[src/rtl/acc_v3.sv]
// Output accumulator: per-lane circular buffers sum K-tile partial-sum passes, then drain quantized rows.
// Latency: the first row is valid two cycles after the last lane's last write; one row per cycle while ready is held.
// Backpressure: ofmap_valid_o && !ofmap_ready_i holds the presented row stable; there is no backpressure on psum input.
//
// Ports:
//   clk, rst                      clock, synchronous active-high reset
//   cfg_start_i                   start pulse (IDLE only); latches cfg_pass_num_i, cfg_shift_i, cfg_relu_i
//   psum_en_i, psum_row_i         per-lane skewed partial sums, lane 0 in the MSB slice
//   ofmap_row_o, ofmap_valid_o,
//   ofmap_ready_i                 quantized output rows, lane 0 in the MSB slice
//   busy_o, done_o, err_o         status: ACCUM/DRAIN, end-of-tile pulse, sticky misuse flag
module acc_v3 #(
  parameter int PE_SIZE    = 4,
  parameter int DATA_WIDTH = 8,
  parameter int PSUM_WIDTH = 32,
  parameter int ACC_DEPTH  = 4,
  parameter int PASS_WIDTH = 8
) (
  input  logic                             clk,
  input  logic                             rst,
  input  logic                             cfg_start_i,
  input  logic [PASS_WIDTH-1:0]            cfg_pass_num_i,
  input  logic [4:0]                       cfg_shift_i,
  input  logic                             cfg_relu_i,
  input  logic [PE_SIZE-1:0]               psum_en_i,
  input  logic [PSUM_WIDTH*PE_SIZE-1:0]    psum_row_i,
  output logic [DATA_WIDTH*PE_SIZE-1:0]    ofmap_row_o,
  output logic                             ofmap_valid_o,
  input  logic                             ofmap_ready_i,
  output logic                             busy_o,
  output logic                             done_o,
  output logic                             err_o
);

  localparam int PTR_W = $clog2(ACC_DEPTH);
  localparam int QW    = PSUM_WIDTH + 1;
  localparam logic [PTR_W-1:0]     LAST_ROW = PTR_W'(ACC_DEPTH - 1);
  localparam logic signed [QW-1:0] QMAX     = QW'((2 ** (DATA_WIDTH - 1)) - 1);
  localparam logic signed [QW-1:0] QMIN     = QW'(-(2 ** (DATA_WIDTH - 1)));

  typedef enum logic [1:0] {
    IDLE  = 2'd0,
    ACCUM = 2'd1,
    DRAIN = 2'd2
  } state_t;

  state_t state, state_next;

  // Latched configuration
  logic [PASS_WIDTH-1:0] pass_num;
  logic [4:0]            shift;
  logic                  relu;

  // Per-lane write side
  logic [PTR_W-1:0]             wptr     [PE_SIZE];
  logic [PASS_WIDTH-1:0]        pass_cnt [PE_SIZE];
  logic signed [PSUM_WIDTH-1:0] mem      [PE_SIZE][ACC_DEPTH];

  // Drain side: rptr is the index of the row currently presented (or about to be)
  logic [PTR_W-1:0] rptr;

  logic [PASS_WIDTH-1:0]        pass_target;
  logic [PE_SIZE-1:0]           lane_done;
  logic [PE_SIZE-1:0]           wr_en;
  logic signed [PSUM_WIDTH-1:0] wr_data [PE_SIZE];
  logic [PTR_W-1:0]             load_idx;
  logic [DATA_WIDTH*PE_SIZE-1:0] row_next;
  logic                         start_acc;
  logic                         hs;
  logic                         last_hs;

  // Round half toward +inf, arithmetic shift, saturate, optional ReLU.
  // One extra bit of headroom keeps acc + rounding constant from overflowing.
  function automatic logic [DATA_WIDTH-1:0] quant(
    input logic signed [PSUM_WIDTH-1:0] acc,
    input logic [4:0]                   sh,
    input logic                         rl
  );
    logic signed [QW-1:0]  ext;
    logic signed [QW-1:0]  rnd;
    logic signed [QW-1:0]  t;
    logic [DATA_WIDTH-1:0] q;
    ext = QW'(acc);
    rnd = '0;
    if (sh != 5'd0) rnd = QW'(1) << (sh - 5'd1);
    t = (ext + rnd) >>> sh;
    if (t > QMAX)      q = QMAX[DATA_WIDTH-1:0];
    else if (t < QMIN) q = QMIN[DATA_WIDTH-1:0];
    else               q = t[DATA_WIDTH-1:0];
    if (rl && q[DATA_WIDTH-1]) q = '0;
    return q;
  endfunction

  // A programmed pass count of zero behaves as a single pass
  assign pass_target = (pass_num == '0) ? PASS_WIDTH'(1) : pass_num;

  // Read-modify-write per lane; pass 0 forces the feedback to zero so stale
  // buffer contents from an earlier or aborted tile never leak in.
  always_comb begin
    lane_done = '0;
    wr_en     = '0;
    for (int j = 0; j < PE_SIZE; j++) begin
      wr_data[j] = '0;
    end
    for (int j = 0; j < PE_SIZE; j++) begin
      lane_done[j] = (pass_cnt[j] >= pass_target);
      wr_en[j]     = psum_en_i[j] && (state == ACCUM) && !lane_done[j];
      wr_data[j]   = ((pass_cnt[j] == '0) ? '0 : mem[j][wptr[j]])
                   + psum_row_i[PSUM_WIDTH*(PE_SIZE-j)-1 -: PSUM_WIDTH];
    end
  end

  assign hs      = ofmap_valid_o && ofmap_ready_i;
  assign last_hs = hs && (rptr == LAST_ROW);

  // While a row is presented, the next load (on handshake) is the following row
  assign load_idx = ofmap_valid_o ? (rptr + PTR_W'(1)) : rptr;

  always_comb begin
    row_next = '0;
    for (int j = 0; j < PE_SIZE; j++) begin
      row_next[DATA_WIDTH*(PE_SIZE-j)-1 -: DATA_WIDTH] = quant(mem[j][load_idx], shift, relu);
    end
  end

  // FSM state register
  always_ff @(posedge clk) begin
    if (rst) state <= IDLE;
    else     state <= state_next;
  end

  // FSM next state
  always_comb begin
    state_next = state;
    start_acc  = 1'b0;
    unique case (state)
      IDLE: begin
        if (cfg_start_i) begin
          state_next = ACCUM;
          start_acc  = 1'b1;
        end
      end
      ACCUM: begin
        if (&lane_done) state_next = DRAIN;
      end
      DRAIN: begin
        if (last_hs) state_next = IDLE;
      end
      default: state_next = IDLE;
    endcase
  end

  assign busy_o = (state != IDLE);

  // Control, pointers and output registers
  always_ff @(posedge clk) begin
    if (rst) begin
      pass_num      <= '0;
      shift         <= '0;
      relu          <= 1'b0;
      rptr          <= '0;
      ofmap_valid_o <= 1'b0;
      ofmap_row_o   <= '0;
      done_o        <= 1'b0;
      err_o         <= 1'b0;
      for (int j = 0; j < PE_SIZE; j++) begin
        wptr[j]     <= '0;
        pass_cnt[j] <= '0;
      end
    end else begin
      done_o <= 1'b0;

      // Any enable that did not turn into a buffer write is misuse
      if (|(psum_en_i & ~wr_en)) err_o <= 1'b1;

      if (start_acc) begin
        pass_num <= cfg_pass_num_i;
        shift    <= cfg_shift_i;
        relu     <= cfg_relu_i;
        rptr     <= '0;
        for (int j = 0; j < PE_SIZE; j++) begin
          wptr[j]     <= '0;
          pass_cnt[j] <= '0;
        end
      end

      for (int j = 0; j < PE_SIZE; j++) begin
        if (wr_en[j]) begin
          wptr[j] <= wptr[j] + PTR_W'(1);
          if (wptr[j] == LAST_ROW) pass_cnt[j] <= pass_cnt[j] + PASS_WIDTH'(1);
        end
      end

      if (state == DRAIN) begin
        if (!ofmap_valid_o) begin
          ofmap_row_o   <= row_next;
          ofmap_valid_o <= 1'b1;
        end else if (ofmap_ready_i) begin
          if (rptr == LAST_ROW) begin
            ofmap_valid_o <= 1'b0;
            done_o        <= 1'b1;
          end else begin
            rptr        <= rptr + PTR_W'(1);
            ofmap_row_o <= row_next;
          end
        end
      end
    end
  end

  // Accumulation buffer storage, intentionally not reset
  always_ff @(posedge clk) begin
    for (int j = 0; j < PE_SIZE; j++) begin
      if (wr_en[j] && !rst) mem[j][wptr[j]] <= wr_data[j];
    end
  end

endmodule

[config.mk]
export PLATFORM = sky130hd
export DESIGN_NAME = acc_v3
export DESIGN_NICKNAME = d
export VERILOG_FILES = /design/src/rtl/acc_v3.sv
export SDC_FILE = /design/constraint.sdc
export NUM_CORES = 2
export LEC_CHECK = 0
export ABC_AREA = 1
export BUFFER_PORTS_ARGS = -buffer_cell sky130_fd_sc_hd__buf_2
export CORE_ASPECT_RATIO = 0.9
export CORE_MARGIN = 4
export CORE_UTILIZATION = 35
export CTS_CLUSTER_SIZE = 24
export DETAILED_ROUTE_END_ITERATION = 8
export SYNTH_ARGS = -nofsm -noshare
export SYNTH_HDL_FRONTEND = slang
export SYNTH_SLANG_ARGS = --single-unit
[constraint.sdc]
create_clock -name clk -period 13.5 [get_ports clk]
set_clock_uncertainty 0.15 [all_clocks]
set_input_delay 1.35 -clock clk [delete_from_list [all_inputs] [get_ports clk]]
set_output_delay 1.35 -clock clk [all_outputs]
set_load 0.02 [all_outputs]
==> reports/metrics.csv <==
metric,value,unit
relSlewSlack,0.235,
yosysWarnings,0,
clkTransAtPathRegs,0.06,ns
vias,54800,
finalWirelength,205,mm
cts_setup_buffers,0,
start_util,0.353,
netlist_instances,7948,
synthToLayoutAreaGrowth,9.41,%
drc,0,
root_buffer,clkbuf_16,
hpwl,150,mm
max_freq,134,MHz
fin_setup_tns,0,ns
final_cells,9981,
nNetsFinal,8354,
finalWorstSetupSlack,6.03,ns
ys_ff_latch,605,
drv_cap,0,
gp_congestion,0.989,
dp_slack,6.33,ns
whs_path_depth,2,
clock_latency,0.69,ns
ctsResizeCount,0,
cts_tree,yes,
p_leak,27.2,nW
drive_above_1_share,0.0768,
finalInstanceArea,0.0583,mm²
rsz0062_at_grt,no,
synth_cell_types,65,
post-route-period-util,0.553,
fin_hold_ws,0.309,ns
layout_commonest_cell,nand2_1,
cts_buffers,72,
grt_antenna_before_repair,6,
io_buffers,185,
power_density,103,mW/mm²
drtIter0Drc,5721,
slew_viol_final,0,
min_path_type,reg -> reg,
numClockSinks,605,
grt_start_max_net_pins,110,
reg2reg_depth,33,
avgSynthCellArea,6.71,µm²
critPathLaunchType,register,
ant_nets,0,
hold_buffers,0,
overflow,0,
dieWidth,419,µm
die_area,0.159,mm²
grt_first_pass_wirelength,305,mm
final_cell_mix,"nand2_1 (2,153), nand3_1 (1,331), inv_1 (841)",
cpMostUsedCell,nand2_1,
fin_util,0.387,
netlist_area,0.0533,mm²
vias_per_cell,5.49,
postPlaceCellArea,0.0559,mm²
crit_slowest_cell,dfxtp_4,
synth_async_sr_flop_share,0,
fillers,15900,
cts_buffer_depth,3,
p_total,6.01,mW
synth_flop_cell,edfxtp_1,
arrival,7.92,ns
dp.cells,9848,
drtPass1Iterations,6,
die_h,378,µm
wl_per_cell,20.5,µm
ir_worst_vdd,0.0817,mV
endpoint_kind,register,
ctsHtreeMaxLevel,3,
grt_pass1_vias,50300,
grt_usage,0.250,
setup_violations,0,
core_area,0.151,mm²
boundaryPins,186,
critPathMaxFanout,73,
required,13.95,ns
timing.final.crit_period,7.47,ns
tightestPinTransition,1.15,ns
outcome,finished clean,
slowest_delay,0.85,ns
num_rows,135,
synth_edf_count,542,
worst-setup-path-type,reg -> reg,
ys_seq_area_frac,0.329,
hold_viol,0,
flip-flops by register name, indices dropped and copies added, names as in the netlist:
signal         count
relu               1
pass_num           8
err_o              1
done_o             1
shift              5
wptr               8
ofmap_row_o       32
ofmap_valid_o      1
mem              512
pass_cnt          32
rptr               2
state              2
final cells by class:
| class | count | area [µm²] | share of cell area |
|---|---|---|---|
| Antenna cell | 2 | 5.00 | 0.0000858 |
| Clock buffer | 95 | 1980 | 0.0339 |
| Clock inverter | 36 | 419 | 0.00719 |
| Inverter | 942 | 3550 | 0.0609 |
| Multi-Input combinational cell | 6060 | 30900 | 0.529 |
| Sequential cell | 605 | 17600 | 0.301 |
| Tap cell | 1986 | 2480 | 0.0426 |
| Timing Repair Buffer | 255 | 1450 | 0.0249 |
routing by layer:
layer  wire length, µm  up-vias  track usage  part of all wire
li1                  -    26800            -                 -
met1             91700    25400        0.351              0.45
met2             87600     2281        0.382              0.43
met3             16700      332       0.0402             0.082
met4              8420       10       0.0985             0.041
met5                69        -            0           0.00034
worst paths after layout:
path              slack, ns            from         endpoint
setup / recovery       6.03        shift[0]  ofmap_row_o[20]
hold / removal         0.31  ofmap_row_o[9]   ofmap_row_o[9]
setup reg to reg       6.03        shift[0]  ofmap_row_o[20]
hold reg to reg        0.31  ofmap_row_o[9]   ofmap_row_o[9]
power by group:
group	switching [mW]	internal [mW]	total (mW)
sequential	0.0302	2.22	2.25
combinational	1.24	0.521	1.76
clock	0.831	1.17	2.00
total	2.10	3.91	6.01
synth_stat cells (7+ instances only):
cell | n | area [µm²]
nand2_1 | 2153 | 8080
nand3_1 | 1331 | 6660
inv_1 | 845 | 3170
nor2_1 | 590 | 2210
a21oi_1 | 581 | 2910
edfxtp_1 | 542 | 16300
o21ai_0 | 400 | 2000
ha_1 | 264 | 3300
clkbuf_1 | 184 | 691
xor2_1 | 120 | 1050
inv_2 | 90 | 338
buf_1 | 85 | 319
o22ai_1 | 77 | 482
a221oi_1 | 65 | 569
nand4_1 | 64 | 400
dfxtp_1 | 63 | 1260
xnor2_1 | 51 | 447
buf_2 | 47 | 235
nor3_1 | 46 | 230
nand2_2 | 39 | 244
o21ai_1 | 35 | 175
a31oi_1 | 25 | 156
nor2_2 | 25 | 156
nand3_2 | 20 | 200
buf_6 | 19 | 214
o211ai_1 | 14 | 105
a211oi_1 | 13 | 97.6
o21bai_1 | 13 | 97.6
a21o_1 | 10 | 75.1
or2_2 | 10 | 62.6
nand3b_1 | 9 | 67.6
and2_1 | 8 | 50.1
o221ai_1 | 8 | 70.1
buf_4 | 7 | 52.6
nor4_1 | 7 | 43.8
o21a_1 | 7 | 52.6
logic make-up after synthesis:
logic type / count (synthesis) / share of synthesized area
AO/OA/AOI/OAI: 1291 / 0.134
XOR/XNOR: 171 / 0.0281
adder cells (fa/ha/maj): 268 / 0.0635
buffers and inverters: 1286 / 0.0951
flip-flops: 605 / 0.329
multiplexers: 3 / 0.000563
other: 1 / 0.0000704
AND/OR/NAND/NOR: 4323 / 0.349
critical path, delay by kind of cell (launching register included):
family	cells	cell delay [ns]
buffers and inverters	5	2.01
flip-flops	1	0.85
adder cells (fa/ha/maj)	2	0.47
AND/OR/NAND/NOR	25	3.55
AO/OA/AOI/OAI	1	0.16
Power figures use the tool's default switching activity.
